<file path="src/rtl/ovf_counter.sv">
// ovf_counter: up/down counter with wrap/saturate, overflow/underflow pulses, sticky flags and event count
module ovf_counter #(
   parameter int               WIDTH   = 8,
   parameter logic [WIDTH-1:0] RST_VAL = '0,
   parameter int               EVT_W   = 4
) (
   input  logic             clk,
   input  logic             reset,
   input  logic             en,
   input  logic             up,
   input  logic             sat_mode,
   input  logic             load,
   input  logic [WIDTH-1:0] load_val,
   input  logic             flag_clr,
   output logic [WIDTH-1:0] count,
   output logic             ovf_pulse,
   output logic             unf_pulse,
   output logic             ovf_sticky,
   output logic             unf_sticky,
   output logic [EVT_W-1:0] evt_cnt
);
   logic             ovf_evt, unf_evt, evt;
   logic [WIDTH-1:0] count_nxt;
   logic [EVT_W-1:0] evt_nxt;
   // events only come from a counting step at a boundary; load suppresses them
   always_comb begin
      ovf_evt   = !load && en && up && (count == '1);
      unf_evt   = !load && en && !up && (count == '0);
      evt       = ovf_evt || unf_evt;
      count_nxt = load ? load_val :
                  !en ? count :
                  (evt && sat_mode) ? count :
                  up ? count + 1'b1 : count - 1'b1;
      evt_nxt   = flag_clr ? EVT_W'(evt) :
                  (evt && evt_cnt != '1) ? evt_cnt + 1'b1 : evt_cnt;
   end
   // all outputs registered; an event in the clearing cycle survives the clear
   always_ff @(posedge clk or posedge reset) begin
      if (reset) begin
         count      <= RST_VAL;
         ovf_pulse  <= 1'b0;
         unf_pulse  <= 1'b0;
         ovf_sticky <= 1'b0;
         unf_sticky <= 1'b0;
         evt_cnt    <= '0;
      end else begin
         count      <= count_nxt;
         ovf_pulse  <= ovf_evt;
         unf_pulse  <= unf_evt;
         ovf_sticky <= ovf_evt || (ovf_sticky && !flag_clr);
         unf_sticky <= unf_evt || (unf_sticky && !flag_clr);
         evt_cnt    <= evt_nxt;
      end
   end
endmodule
</file>
<file path="config.mk">
export PLATFORM = sky130hd
export DESIGN_NAME = ovf_counter
export DESIGN_NICKNAME = d
export VERILOG_FILES = /design/src/rtl/ovf_counter.sv
export SDC_FILE = /design/constraint.sdc
export NUM_CORES = 1
export LEC_CHECK = 0
export BUFFER_PORTS_ARGS = -buffer_cell sky130_fd_sc_hd__buf_2
export CAP_MARGIN = 20
export CORE_MARGIN = 8
export CORE_UTILIZATION = 39
export CTS_CLUSTER_SIZE = 40
export DETAILED_ROUTE_END_ITERATION = 12
export MAX_ROUTING_LAYER = met4
export PLACE_DENSITY = 0.63
export SYNTH_ARGS = -nofsm -noshare
export SYNTH_HDL_FRONTEND = slang
export SYNTH_SLANG_ARGS = --single-unit
</file>
<file path="constraint.sdc">
create_clock -name clk -period 2.2 [get_ports clk]
set_input_delay 0.44 -clock clk [delete_from_list [all_inputs] [get_ports clk]]
set_output_delay 0.44 -clock clk [all_outputs]
set_load 0.01 [all_outputs]
</file>
# Yosys cells after proc, flatten, opt, wreduce, memory -nomap -nowiden
# Cells that the tools add are included.
totals:
  register_bits: 16
  mem_count: 0
  out_inout_bits: 16
  rom_bits: 0
  latchBits: 0
  ramBits: 0
  input_bits: 15
  wordCells: 37
op_classes:
  n_reduce_logical: 19
  n_mul: 0
  bitwise: 0
  addsub: 3
  div_mod_pow: 0
  n_shift: 0
  n_mux: 6
  magnitude_cmp: 0
  n_eq_ne: 3
ops:
  columns: ["cell", "n"]
  rows:
  - ["two-way mux 8 bit", 4]
  - ["logical AND 1 bit", 9]
  - ["adder 8 x 1 -> 8 bit (second input constant)", 1]
  - ["equality test 8 bit (second input constant)", 1]
  - ["zero test 8 bit", 1]
  - ["two-way mux 4 bit", 2]
  - ["subtractor 8 x 1 -> 8 bit (second input constant)", 1]
  - ["adder 4 x 1 -> 4 bit (second input constant)", 1]
  - ["!= test 4 bit (second input constant)", 1]
  - ["nonzero test 2 bit", 2]
  - ["zero test 1 bit", 3]
  - ["logical OR 1 bit", 3]
  - ["!= test 2 bit (second input constant)", 1]
  - ["AND reduction 2 bit", 1]

# Logic depth before layout (Yosys ltp)
depth:
  ltp_word: 9
  depth_mapped: 7
  ltp_nobuf: 7

# Worst setup path before layout
# Ideal clock, no wire load.
synth_path:
  path_type: "input port to flip-flop"
  startpoint: "input port up"
  endpoint: "register count[6]"
  cell_stages: 7
  setup_time_ns: 0.124
  slack_ns: 0.100
  arrival_time_ns: 1.976
  n_path_buf: 0
  required_ns: 2.076
  cell_sequence: "inv_1 -> fa_1 -> a21o_1 -> a21oi_1 -> nor4_1 -> o31a_1 -> o31a_1"
synth_via:
  elab_chain_cells: 7
  elab_cells_between_ends: 13
  classes_between: "1 x eq/ne; 4 x mux; 8 x reduce/logical"
synth_lines:
  columns: ["element", "line", "source"]
  rows:
  - ["from (decl)", "10", "input logic up,"]
  - ["zero test 1 bit", "28", "unf_evt = !load && en && !up && (count == '0);"]
  - ["logical AND 1 bit (2 in series)", "28", null]
  - ["logical OR 1 bit", "29", "evt = ovf_evt || unf_evt;"]
  - ["logical AND 1 bit", "32", "(evt && sat_mode) ? count :"]
  - ["!= test 2 bit (no line)", null, null]
  - ["AND reduction 2 bit (no line)", null, null]
  - ["to (signal assigned)", "47", "count <= count_nxt;"]
  - ["to (decl)", "15", "output logic [WIDTH-1:0] count,"]
# Several ways; a longest one is shown, not always the timed one. The select of a mux whose other input is x is not followed.
# A chain may end at the register's enable or synchronous reset.

# Final worst setup path
layout_path:
  startpoint: "register count[2]"
  endpoint: "register count[6]"
layout_via:
  elab_chain_cells: 6
  elab_cells_between_ends: 14
  classes_between: "2 x add/sub; 2 x eq/ne; 4 x mux; 6 x reduce/logical"
layout_lines:
  columns: ["element"]
  rows:
  - ["parallel branches: the longest is 6 deep, another holds subtractor 8 x 1 -> 8 bit"]
# Parallel ways; which one is timed is not known. The select of a mux whose other input is x is not followed.

==> results.toml <==
[outcome]
outcome = "complete, no violations"

[synth]
synth_cell_type_count = 39
asyncSetResetFlopFracSynth_pct = 100.0
synth-edff-count = 0
synth.top_cells.by_area = "sky130_fd_sc_hd__dfrtp_1 (35%), sky130_fd_sc_hd__ha_1 (7.6%), sky130_fd_sc_hd__mux2i_1 (4.4%)"
synth.yosys.seq_area_share_pct = 34.82
synth_area_per_cell_um2 = 9.828
largest_area_contributor_in_the_netlist = "sky130_fd_sc_hd__dfrtp_1"
syn_nets = 140
postSynthRegisterBits = 16
syn_inst = 117
synth_top_area_share_pct = 34.82
netlist_area_mm2 = 0.001150
yosys_warnings = 0
synth_flop_cell = "sky130_fd_sc_hd__dfrtp_1"

[layout]
final_layout_size_suffix_gt1_share_pct = 32.26
mostFrequentLayoutCells = "sky130_fd_sc_hd__buf_2 (30), sky130_fd_sc_hd__dfrtp_1 (16), sky130_fd_sc_hd__nand2_1 (12)"
fillers = 287
syn_to_final_growth_pct = 21.87
mostFrequentLayoutCell = "sky130_fd_sc_hd__buf_2"
final_cells = 186
antennaDiodeCount = 0
area_of_the_multi_input_gates_um2 = 693.2
seq_area_um2 = 400.4
nets = 179

[cts]
worst_setup_hold_path_clk_slew_ps = 100
cts-htree-levels = 1
clkSinkCount = 16
cts.repair.resized = 0
cts_buffers = 3
postCtsSetupBuffers = 0
clock-root-buffer = "sky130_fd_sc_hd__clkbuf_4"
clk-insertion-delay-late_ps = 290
post_cts_hold_buffer_count = 0
cts.path.max_buffers = 2
tritoncts = "done"

[timing]
slew_violations = 0
timing.final.crit_period_ps = 1941
finalCritPeriodShare_pct = 88.22
slew-limit-headroom_pct = 57.65
setup_repair_after_global_routing_missed_its_margin = "false"
final.setup_skew_ps = 4.378
max_clock_freq_ghz = 0.5152
worst_pin_slew_ps = 634.6
hold_viol_final = 0
fin_tns_setup_ps = 0
report.final.setup_viol = 0

[grt]
via_count_of_the_first_global_routing_pass = 1069
grt_antenna_before_repair = 0
grt_start_max_net_pins = 19
grt_remaining_overflow = 0
grt_util_all_layers_pct = 11.62
grt_pass1_wl_um = 4726

[floorplan]
die_y_um = 70.30
die-area_mm2 = 0.004942
core-area_mm2 = 0.002781
chipWidth_um = 70.30
num_rows = 19
ios = 31
effective_utilization_at_floorplan_pct = 41.34

[placed_design]
placed_cells_incl_taps = 182
gp_congestion = 0.8748
dp.final_hpwl_um = 2208
port_buffers = 30

[detailed_routing]
drt_first_pass_iters = 4
wirelength_um = 2780
antenna_violating_nets_post_route = 0
wire_per_inst_um = 14.95
wl_met3_um = 150
route.vias.total = 1050
drcViolationCount = 0
routed.top_layer = "met4"
avgViaCountPerCell = 5.645
first_iter_violations = 33
wl_met1_um = 1214
routed-wl-met2_um = 1406

[power]
power.share.sequential_pct = 40.0
clk_network_pwr_share_pct = 22.2
power_density_mw_per_mm2 = 648.8
p_leak_nw = 0.7314
power.switching_fraction_pct = 35.50
power.combinational.fraction_pct = 37.7
power_report.internal_total_mw = 0.5864
vdd_ir_drop_max_mv = 0.4350
netSwitchingPower_mw = 0.3228

[job]
timing.max_cap.violations = 0

[critical_path]
critical_path_class = "reg2reg"
endpoint_kind = "flop"
cp.required_ps = 2390
crit_arrival_ps = 2130
start_kind = "flop"
timing.critical_path.fanout_max = 5

[worst_hold_path]
worst_min_delay_path_class = "in2async"
sequential cells by signal, summed over array words and instances, names as in the netlist:
register / flops
ovf_sticky: 1
unf_sticky: 1
ovf_pulse: 1
count: 8
evt_cnt: 4
unf_pulse: 1
per-stage QoR:
step	hold slack [ps]	setup slack [ps]	utilization [%]	total power [mW]	cell area [um2]
finish	209.4	259.2	50.38	0.9092	1401
detailed placement	481.1	10.22	49.08	0.7143	1365
global placement	460.1	38.60	49.08	0.7078	1365
CTS	231.6	239.1	50.38	0.9183	1401
global route	262.4	96.77	50.38	0.9740	1401
floorplan	353.7	100.3	-	0.6011	1150
cell type report:
type	count	area share [%]
clock buffers	4	2.589
inverters	8	2.143
multi-input cells	90	49.46
flip-flops and latches	16	28.57
well taps	31	2.768
repair buffers	37	14.46
kinds of logic (layout without fill, tap and decap cells):
group / after synthesis / in the layout / share of synthesized area (%)
adders and majority gates: 8 / 8 / 9.358
buffers and inverters: 11 / 49 / 4.896
xor gates and xnor gates: 6 / 6 / 4.570
AOI/OAI and AO/OA: 27 / 27 / 16.43
DFF: 16 / 16 / 34.82
muxes: 6 / 6 / 5.332
and+or+nand+nor: 43 / 43 / 24.59
cells in the mapped netlist, drive strengths merged, types with 3 or more instances:
cell,instances
a21o,3
a21oi,4
dfrtp,16
ha,7
inv,8
mux2i,5
nand2,12
nand2b,3
nand3,7
nor3,4
nor4,4
o211ai,3
o21ai,7
xnor2,4
critical path, stage by stage, from the launching register on:
cell and delay (ps):
sky130_fd_sc_hd__dfrtp_1 470, sky130_fd_sc_hd__ha_1 360, sky130_fd_sc_hd__a21o_1 190, sky130_fd_sc_hd__a21oi_1 240
sky130_fd_sc_hd__nor4_1 70, sky130_fd_sc_hd__o31a_1 270, sky130_fd_sc_hd__o31a_1 240
worst paths after layout:
check / start / to / slack [ps] / depth (start not counted)
max in group asynchronous: reset / evt_cnt[0] / 1580 / 2
min in group clk: flag_clr / evt_cnt[1] / 340 / 2
max reg2reg: count[2] / count[6] / 260 / 6
min reg2reg: ovf_sticky / ovf_sticky / 490 / 1
max: count[2] / count[6] / 260 / 6
min: reset / count[3] / 210 / 2
power groups by stage:
stage          sequential [mW]  clock, mW  combinational, mW
6_report                 0.364      0.202              0.343
3_3_place_gp             0.368          0              0.340
3_5_place_dp             0.369          0              0.346
4_1_cts                  0.363      0.208              0.347
2_1_floorplan            0.377          0              0.224
5_1_grt                  0.370      0.220              0.384
routing by layer:
metal  track usage (%)  up-vias
met4             2.679        0
met2             20.02       35
met3             3.955        2
met1             12.51      503
li1                  -      510
met5                 -        -
(Power assumes the default switching activity.)
